**config.mk**
```make
export PLATFORM = sky130hd
export DESIGN_NAME = uart_rx
export DESIGN_NICKNAME = d
export VERILOG_FILES = /design/src/rtl/uart_pkg.sv /design/src/rtl/uart_rx_sampler.sv /design/src/rtl/uart_rx.sv
export SDC_FILE = /design/constraint.sdc
export NUM_CORES = 1
export LEC_CHECK = 0
export BUFFER_PORTS_ARGS = -buffer_cell sky130_fd_sc_hd__buf_2
export CAP_MARGIN = 20
export CORE_AREA = 4 4 77 50
export CTS_CLUSTER_SIZE = 16
export DETAILED_ROUTE_END_ITERATION = 8
export DIE_AREA = 0 0 81 54
export PLACE_DENSITY = 0.76
export SYNTH_ARGS = -nofsm -noshare
export SYNTH_HDL_FRONTEND = slang
export SYNTH_SLANG_ARGS = --single-unit
export TNS_END_PERCENT = 10
```
**constraint.sdc**
```tcl
create_clock -name CLK -period 2 [get_ports CLK]
set_input_delay 0.1 -clock CLK [delete_from_list [all_inputs] [get_ports CLK]]
set_output_delay 0.1 -clock CLK [all_outputs]
set_load 0.005 [all_outputs]
```
**src/rtl/uart_pkg.sv**
```systemverilog
// rtl/uart_pkg.sv - UART FSM state encoding and parity-type constants shared by RX and TX
package uart_pkg;

  typedef enum logic [2:0] {
    IDLE,
    START,
    DATA,
    PARITY,
    STOP
  } uart_state_e;

  localparam logic PAR_EVEN = 1'b0;
  localparam logic PAR_ODD  = 1'b1;

endpackage

```
**src/rtl/uart_rx_sampler.sv**
```systemverilog
// rtl/uart_rx_sampler.sv - RX line synchronizer, start-edge detect, bit-period counter and bit sampler
// UART_RX_MAJORITY_EN selects 2-of-3 majority sampling; default is a single mid-bit sample.
module uart_rx_sampler #(
  parameter int OVERSAMPLE = 8
) (
  input  logic clk,
  input  logic rst_n,
  input  logic rx,
  input  logic idle,
  output logic start_det,
  output logic sample_bit,
  output logic bit_done
);

  localparam int CW = $clog2(OVERSAMPLE);
  localparam logic [CW-1:0] CNT_MID  = CW'(OVERSAMPLE / 2);
  localparam logic [CW-1:0] CNT_DEC  = CW'(OVERSAMPLE / 2 + 1);
  localparam logic [CW-1:0] CNT_LAST = CW'(OVERSAMPLE - 1);

  logic          sync1;
  logic          sync2;
  logic          prev;
  logic [CW-1:0] cnt;

  // Flops reset to 0 so a line already low at reset release never looks like a start edge.
  always_ff @(posedge clk or negedge rst_n) begin
    if (!rst_n) begin
      sync1 <= 1'b0;
      sync2 <= 1'b0;
      prev  <= 1'b0;
      cnt   <= '0;
    end else begin
      sync1 <= rx;
      sync2 <= sync1;
      prev  <= sync2;
      if (start_det)
        cnt <= CW'(1);
      else if (!idle)
        cnt <= (cnt == CNT_LAST) ? '0 : cnt + 1'b1;
      else
        cnt <= '0;
    end
  end

  assign start_det = idle & prev & ~sync2;
  assign bit_done  = ~idle & (cnt == CNT_DEC);

`ifdef UART_RX_MAJORITY_EN
  logic samp_a;
  logic samp_b;

  always_ff @(posedge clk or negedge rst_n) begin
    if (!rst_n) begin
      samp_a <= 1'b0;
      samp_b <= 1'b0;
    end else begin
      if (cnt == CNT_MID - 1'b1)
        samp_a <= sync2;
      if (cnt == CNT_MID)
        samp_b <= sync2;
    end
  end

  // Third vote is the live sample at the decision count.
  assign sample_bit = (samp_a & samp_b) | (samp_a & sync2) | (samp_b & sync2);
`else
  logic samp_mid;

  always_ff @(posedge clk or negedge rst_n) begin
    if (!rst_n)
      samp_mid <= 1'b0;
    else if (cnt == CNT_MID)
      samp_mid <= sync2;
  end

  assign sample_bit = samp_mid;
`endif

endmodule

```
**src/rtl/uart_rx.sv**
```systemverilog
// rtl/uart_rx.sv - UART receiver top: frame FSM, shift register, parity/stop checks, output strobes
// Sampling mode is chosen by UART_RX_MAJORITY_EN inside uart_rx_sampler.
module uart_rx
  import uart_pkg::*;
#(
  parameter int WIDTH      = 8,
  parameter int OVERSAMPLE = 8
) (
  input  logic             CLK,
  input  logic             RST,
  input  logic             RX_IN,
  input  logic             PAR_EN,
  input  logic             PAR_TYP,
  output logic [WIDTH-1:0] P_DATA,
  output logic             DATA_VALID,
  output logic             PAR_ERR,
  output logic             STP_ERR,
  output logic             Busy
);

  localparam int BW = $clog2(WIDTH + 1);
  localparam logic [BW-1:0] LAST_BIT = BW'(WIDTH - 1);

  uart_state_e      state;
  logic [BW-1:0]    bit_cnt;
  logic [WIDTH-1:0] shift_reg;
  logic             par_en_l;
  logic             par_typ_l;
  logic             par_ok;
  logic             start_det;
  logic             sample_bit;
  logic             bit_done;

  uart_rx_sampler #(
    .OVERSAMPLE(OVERSAMPLE)
  ) u_sampler (
    .clk       (CLK),
    .rst_n     (RST),
    .rx        (RX_IN),
    .idle      (state == IDLE),
    .start_det (start_det),
    .sample_bit(sample_bit),
    .bit_done  (bit_done)
  );

  always_ff @(posedge CLK or negedge RST) begin
    if (!RST) begin
      state      <= IDLE;
      bit_cnt    <= '0;
      shift_reg  <= '0;
      par_en_l   <= 1'b0;
      par_typ_l  <= 1'b0;
      par_ok     <= 1'b0;
      P_DATA     <= '0;
      DATA_VALID <= 1'b0;
      PAR_ERR    <= 1'b0;
      STP_ERR    <= 1'b0;
      Busy       <= 1'b0;
    end else begin
      DATA_VALID <= 1'b0;
      PAR_ERR    <= 1'b0;
      STP_ERR    <= 1'b0;
      case (state)
        IDLE: begin
          if (start_det) begin
            state     <= START;
            Busy      <= 1'b1;
            bit_cnt   <= '0;
            par_en_l  <= PAR_EN;
            par_typ_l <= PAR_TYP;
            par_ok    <= 1'b1;
          end
        end
        START: begin
          if (bit_done) begin
            if (sample_bit) begin
              state <= IDLE;
              Busy  <= 1'b0;
            end else begin
              state <= DATA;
            end
          end
        end
        DATA: begin
          if (bit_done) begin
            shift_reg <= {sample_bit, shift_reg[WIDTH-1:1]};
            bit_cnt   <= bit_cnt + 1'b1;
            if (bit_cnt == LAST_BIT)
              state <= par_en_l ? PARITY : STOP;
          end
        end
        PARITY: begin
          if (bit_done) begin
            par_ok <= (sample_bit == ((^shift_reg) ^ (par_typ_l == PAR_ODD)));
            state  <= STOP;
          end
        end
        STOP: begin
          // Leaving at the stop-bit decision point leaves half a bit of slack for the next start.
          if (bit_done) begin
            state <= IDLE;
            Busy  <= 1'b0;
            if (par_ok && sample_bit) begin
              DATA_VALID <= 1'b1;
              P_DATA     <= shift_reg;
            end else begin
              PAR_ERR <= ~par_ok;
              STP_ERR <= ~sample_bit;
            end
          end
        end
        default: begin
          state <= IDLE;
          Busy  <= 1'b0;
        end
      endcase
    end
  end

endmodule

```
### Word level (Yosys, flattened, before mapping)

Index checks and enable logic that the tools add are counted.

| word-level totals | value |
|---|---|
| bits in registers | 37 |
| bits in latches | 0 |
| memory bits (writable) | 0 |
| memory bits (read-only) | 0 |
| input port bits | 5 |
| output and inout bits | 12 |
| word-level logic and storage cells | 87 |
| memories kept | 0 |

| cells by class | value |
|---|---|
| add/sub/neg operators | 2 |
| $mul | 0 |
| div/mod/pow operators | 0 |
| $lt $le $gt $ge | 0 |
| equality and inequality tests | 16 |
| shift operators | 0 |
| muxes and demuxes | 31 |
| bitwise operators | 9 |
| reductions and logical operators | 13 |

Operators by type and width:

| operator | count |
|---|---|
| 2-to-1 mux 3 bit | 10 |
| case mux 3 bit (5 select lines) | 1 |
| 2-to-1 mux 1 bit | 14 |
| equality test 3 bit (second input constant) | 4 |
| inequality test 2 bit (second input constant) | 6 |
| AND reduction 3 bit | 3 |
| 2-to-1 mux 4 bit | 2 |
| case mux 4 bit (2 select lines) | 1 |
| XOR reduction 8 bit | 1 |
| equality test 3 x 2 -> 1 bit (second input constant) | 2 |
| AND reduction 6 bit | 1 |
| NOT 1 bit | 5 |
| AND reduction 5 bit | 1 |
| adder 4 x 1 -> 4 bit (second input constant) | 1 |
| equality test 4 x 3 -> 1 bit (second input constant) | 1 |
| case mux 1 bit (4 select lines) | 1 |
| AND reduction 2 bit | 2 |
| nonzero test 2 bit | 2 |
| adder 3 x 1 -> 3 bit (second input constant) | 1 |
| bitwise AND 1 bit | 3 |
| equality test 3 x 1 -> 1 bit (second input constant) | 1 |
| logical NOT 3 bit | 1 |
| 2-to-1 mux 2 bit | 1 |
| inequality test 2 x 1 -> 1 bit (second input constant) | 1 |
| 5 further kinds | 5 |

### Longest topological paths before layout

| depth | value |
|---|---|
| depth after elaboration | 5 |
| gate-level depth with buffers | 6 |
| depth with buffers taken out | 6 |

### Cells and area by module

From an unflattened synthesis, not the netlist that was laid out.

| second synthesis, totals | value |
|---|---|
| cell total of the unflattened synthesis | 135 |
| area total of the unflattened synthesis | 1701.6 µm² |

Modules (own cells, without submodules):

| module | times used | cells an instance | area each (µm²) |
|---|---|---|---|
| uart_rx | 1 | 112 | 1406.3 |
| uart_rx_sampler | 1 | 23 | 295.3 |

### Least setup slack after synthesis

OpenSTA, ideal clock, no wires.

| timing | value |
|---|---|
| kind | flip-flop to flip-flop |
| from | register u_sampler.cnt[1] |
| to | register P_DATA[3] |
| library setup time | 125 ps |
| arrival time | 1516 ps |
| required time | 1875 ps |
| path slack | 360 ps |
| stages on the path, launching flop included | 7 |
| path buffers | 0 |
| cell sequence | dfrtp_1 inv_1 ha_1 and2_1 nand3_2 nor2_8 mux2_2 |

| on the way | value |
|---|---|
| longest elaborated chain between the ends | 3 |

RTL lines:

| element | RTL line | RTL |
|---|---|---|
| start: declaration | uart_rx_sampler.sv:23 | `logic [CW-1:0] cnt;` |
| start signal: assignment | uart_rx_sampler.sv:39 | `cnt <= (cnt == CNT_LAST) ? '0 : cnt + 1'b1;` |
| equality test 3 bit | uart_rx_sampler.sv:46 | `assign bit_done = ~idle & (cnt == CNT_DEC);` |
| bitwise AND 1 bit | uart_rx_sampler.sv:46 |  |
| AND reduction 3 bit (no source line) | - |  |
| end signal: assignment | uart_rx.sv:105 | `P_DATA <= shift_reg;` |
| end: declaration | uart_rx.sv:14 | `output logic [WIDTH-1:0] P_DATA,` |

No other way between the ends.
A chain may end at the register's enable or synchronous reset.

### Worst setup path in the final report

| timing | value |
|---|---|
| from | register u_sampler.cnt[1] |
| to | register P_DATA[5] |

The elaborated chain is that of the path after synthesis.

==> metrics.cfg <==
[run_status]
status=finished clean

[sta]
rsz0062_at_grt=no
finalCritPeriodShare_pct=92.5
period_minus_slack_ns=1.85
max_freq_mhz=540
drv_slew=0
slew_headroom_pct=48.9
hold_slack_ns=0.0141
clock_skew_ns=0.00337
tns_ns=0
worst_slew_pin_slew_ns=0.767
finalHoldViolations=0
finalSetupViolCount=0

[power_and_ir_drop]
p_per_area_mw_per_mm2=1090
power.leakage_nw=0.967
vdd_drop_max_v=0.000535

[synth]
ys_ff_latch=37
syn-cell-area_mm2=0.00175
seq_area_frac_synth_pct=52.8
syn_nets=152
synth_cell_types=41
yosys_warnings=0
async_reset_ff_share_pct=100
syn_area_per_cell_um2=12.3
synth_edf_count=0
synth_ff_type=dfrtp_1
synth_cells=142

[global_routing]
first_global_vias=1062
grt_start_max_net_pins=38
grt-ovfl-total=0
grt_usage_pct=15.5
antenna_found_initial=0
grt_pass1_wl_um=5030

[routing]
dr.first_iter.drc_count=42
drc=0
vias=1067
wl_per_cell_um=13.9
ant_nets=0
vias_per_cell=5.13
drt_wl_total_um=2890
drtPass1Iterations=4

[worst_setup_path]
worstPathMaxFanout=9
crit_required_ns=2.16
cp_data_arrival_time_ns=2.01
ff2ff_path_depth=6
end_kind=register
critPathLaunchType=register
crit_type=reg2reg
r2r_end=P_DATA[5]
r2r_start=u_sampler.cnt[1]
cp-endpoint=P_DATA[5]
startpoint=u_sampler.cnt[1]
reg2reg_slack_ns=0.15

[die]
io_pins=17
die_area_mm2=0.00437
fp.coreArea_mm2=0.00316
die_w_um=81
core.rowCount=16
start_util_pct=55.4
die_h_um=54

[finish]
layout.nets=173
drive_above_1_share_pct=25.8
syn2layout_area_growth_pct=12.4
fillers=252
n_antenna_cell=0
multi_input_area_um2=779
regArea_um2=926

[clock_tree]
cts_root_buf=clkbuf_8
cts_tree=done
cts_max_level=2
cts_buffer_depth=2
numCtsBuffers=5
cts_setup_buffers=0
insertion_delay_ns=0.28
clk_pin_slew_ns=0.06
cts_sinks=37

[place]
gp_congestion=0.864
hpwl_um=2110
io_buffers=16

[job]
maxCapViolCount=0

[hold_path]
min_path_type=in2reg

==> placed cells by master, fill, tap and decap left out, types with 4 or more instances in the layout <==
cell	netlist	routed
buf_2	2	16
clkbuf_8	0	6
dfrtp_1	37	37
ha_1	5	5
inv_1	4	4
mux2_1	5	5
mux2_2	12	12
nand2_1	11	11
nor2_1	9	9
nor2b_1	5	5
xnor2_1	9	9
==> through the flow <==
step                cells  area, µm²  setup slack (ns)  total power, W  util, %
global placement      199       1860             0.248         0.00164     58.9
finish                208       1970             0.150         0.00215     62.3
global route          208       1970            0.0633         0.00229     62.3
detailed placement    199       1860             0.155         0.00166     58.9
floorplan             142       1750             0.360         0.00153        -
CTS                   208       1970             0.149         0.00217     62.3
==> power by group <==
part / leakage, nW / switching (W) / internal [W]
logic: 0.436 / 0.000301 / 0.000294
clock network: 0.0443 / 0.000227 / 0.000273
registers: 0.486 / 0.000188 / 0.000866
==> cell families after synthesis <==
family | synth area share, %
adders and majority gates | 3.57
muxes | 10.9
buffers and inverters | 2.71
xor gates and xnor gates | 5.78
AOI/OAI and AO/OA | 8.57
and+or+nand+nor | 15.6
DFF | 52.8
==> routing by layer <==
metal	track usage, %	vias up	part of all wire [%]
met4	3.93	0	0.35
met2	22.3	19	42
li1	-	544	-
met3	5.18	2	5.7
met1	22.3	502	52
met5	0	-	0
==> final cells by class <==
| class | instances | share of cell area (%) |
|---|---|---|
| well taps | 45 | 2.86 |
| flip-flops and latches | 37 | 47.0 |
| multi-input cells | 96 | 39.6 |
| clock buffers | 7 | 4.38 |
| inverters | 4 | 0.762 |
| repair buffers | 19 | 5.46 |
==> worst max-delay path, stage by stage, from the launching register on <==
cell     delay (ns)
dfrtp_1        0.38
inv_1          0.08
ha_1           0.24
and2_1         0.25
nand3_2        0.17
nor2_8         0.25
mux2_2         0.36
==> cells in the mapped netlist, types with 2 or more instances <==
cell | instances | area (µm²)
dfrtp_1 | 37 | 926
mux2_2 | 12 | 135
nand2_1 | 11 | 41.3
nor2_1 | 9 | 33.8
xnor2_1 | 9 | 78.8
ha_1 | 5 | 62.6
mux2_1 | 5 | 56.3
nor2b_1 | 5 | 31.3
inv_1 | 4 | 15.0
a22o_1 | 3 | 26.3
buf_4 | 3 | 22.5
nand3_1 | 3 | 15.0
o31ai_1 | 3 | 22.5
a21oi_1 | 2 | 10.0
buf_2 | 2 | 10.0
nor3_4 | 2 | 32.5
nor4_1 | 2 | 12.5
o21ai_0 | 2 | 10.0
==> how the worst min path moves through the flow <==
stage / from / to / slack (ns) / cells past startpoint
5_1_grt: PAR_EN / par_en_l / 0.02 / 3
6_report: PAR_EN / par_en_l / 0.01 / 3
2_1_floorplan: RST / Busy / -0.20 / 0
3_3_place_gp: RST / P_DATA[1] / 0.21 / 1
4_1_cts: PAR_EN / par_en_l / 0.007 / 3
3_5_place_dp: RX_IN / u_sampler.sync1 / 0.21 / 1
==> what timing repair did <==
item | in CTS | in global routing
resized for setup | 0 | 0
hold buffers | 2 | 0
endpoints found under the hold margin | 38 | 0
(Power assumes the default switching activity.)
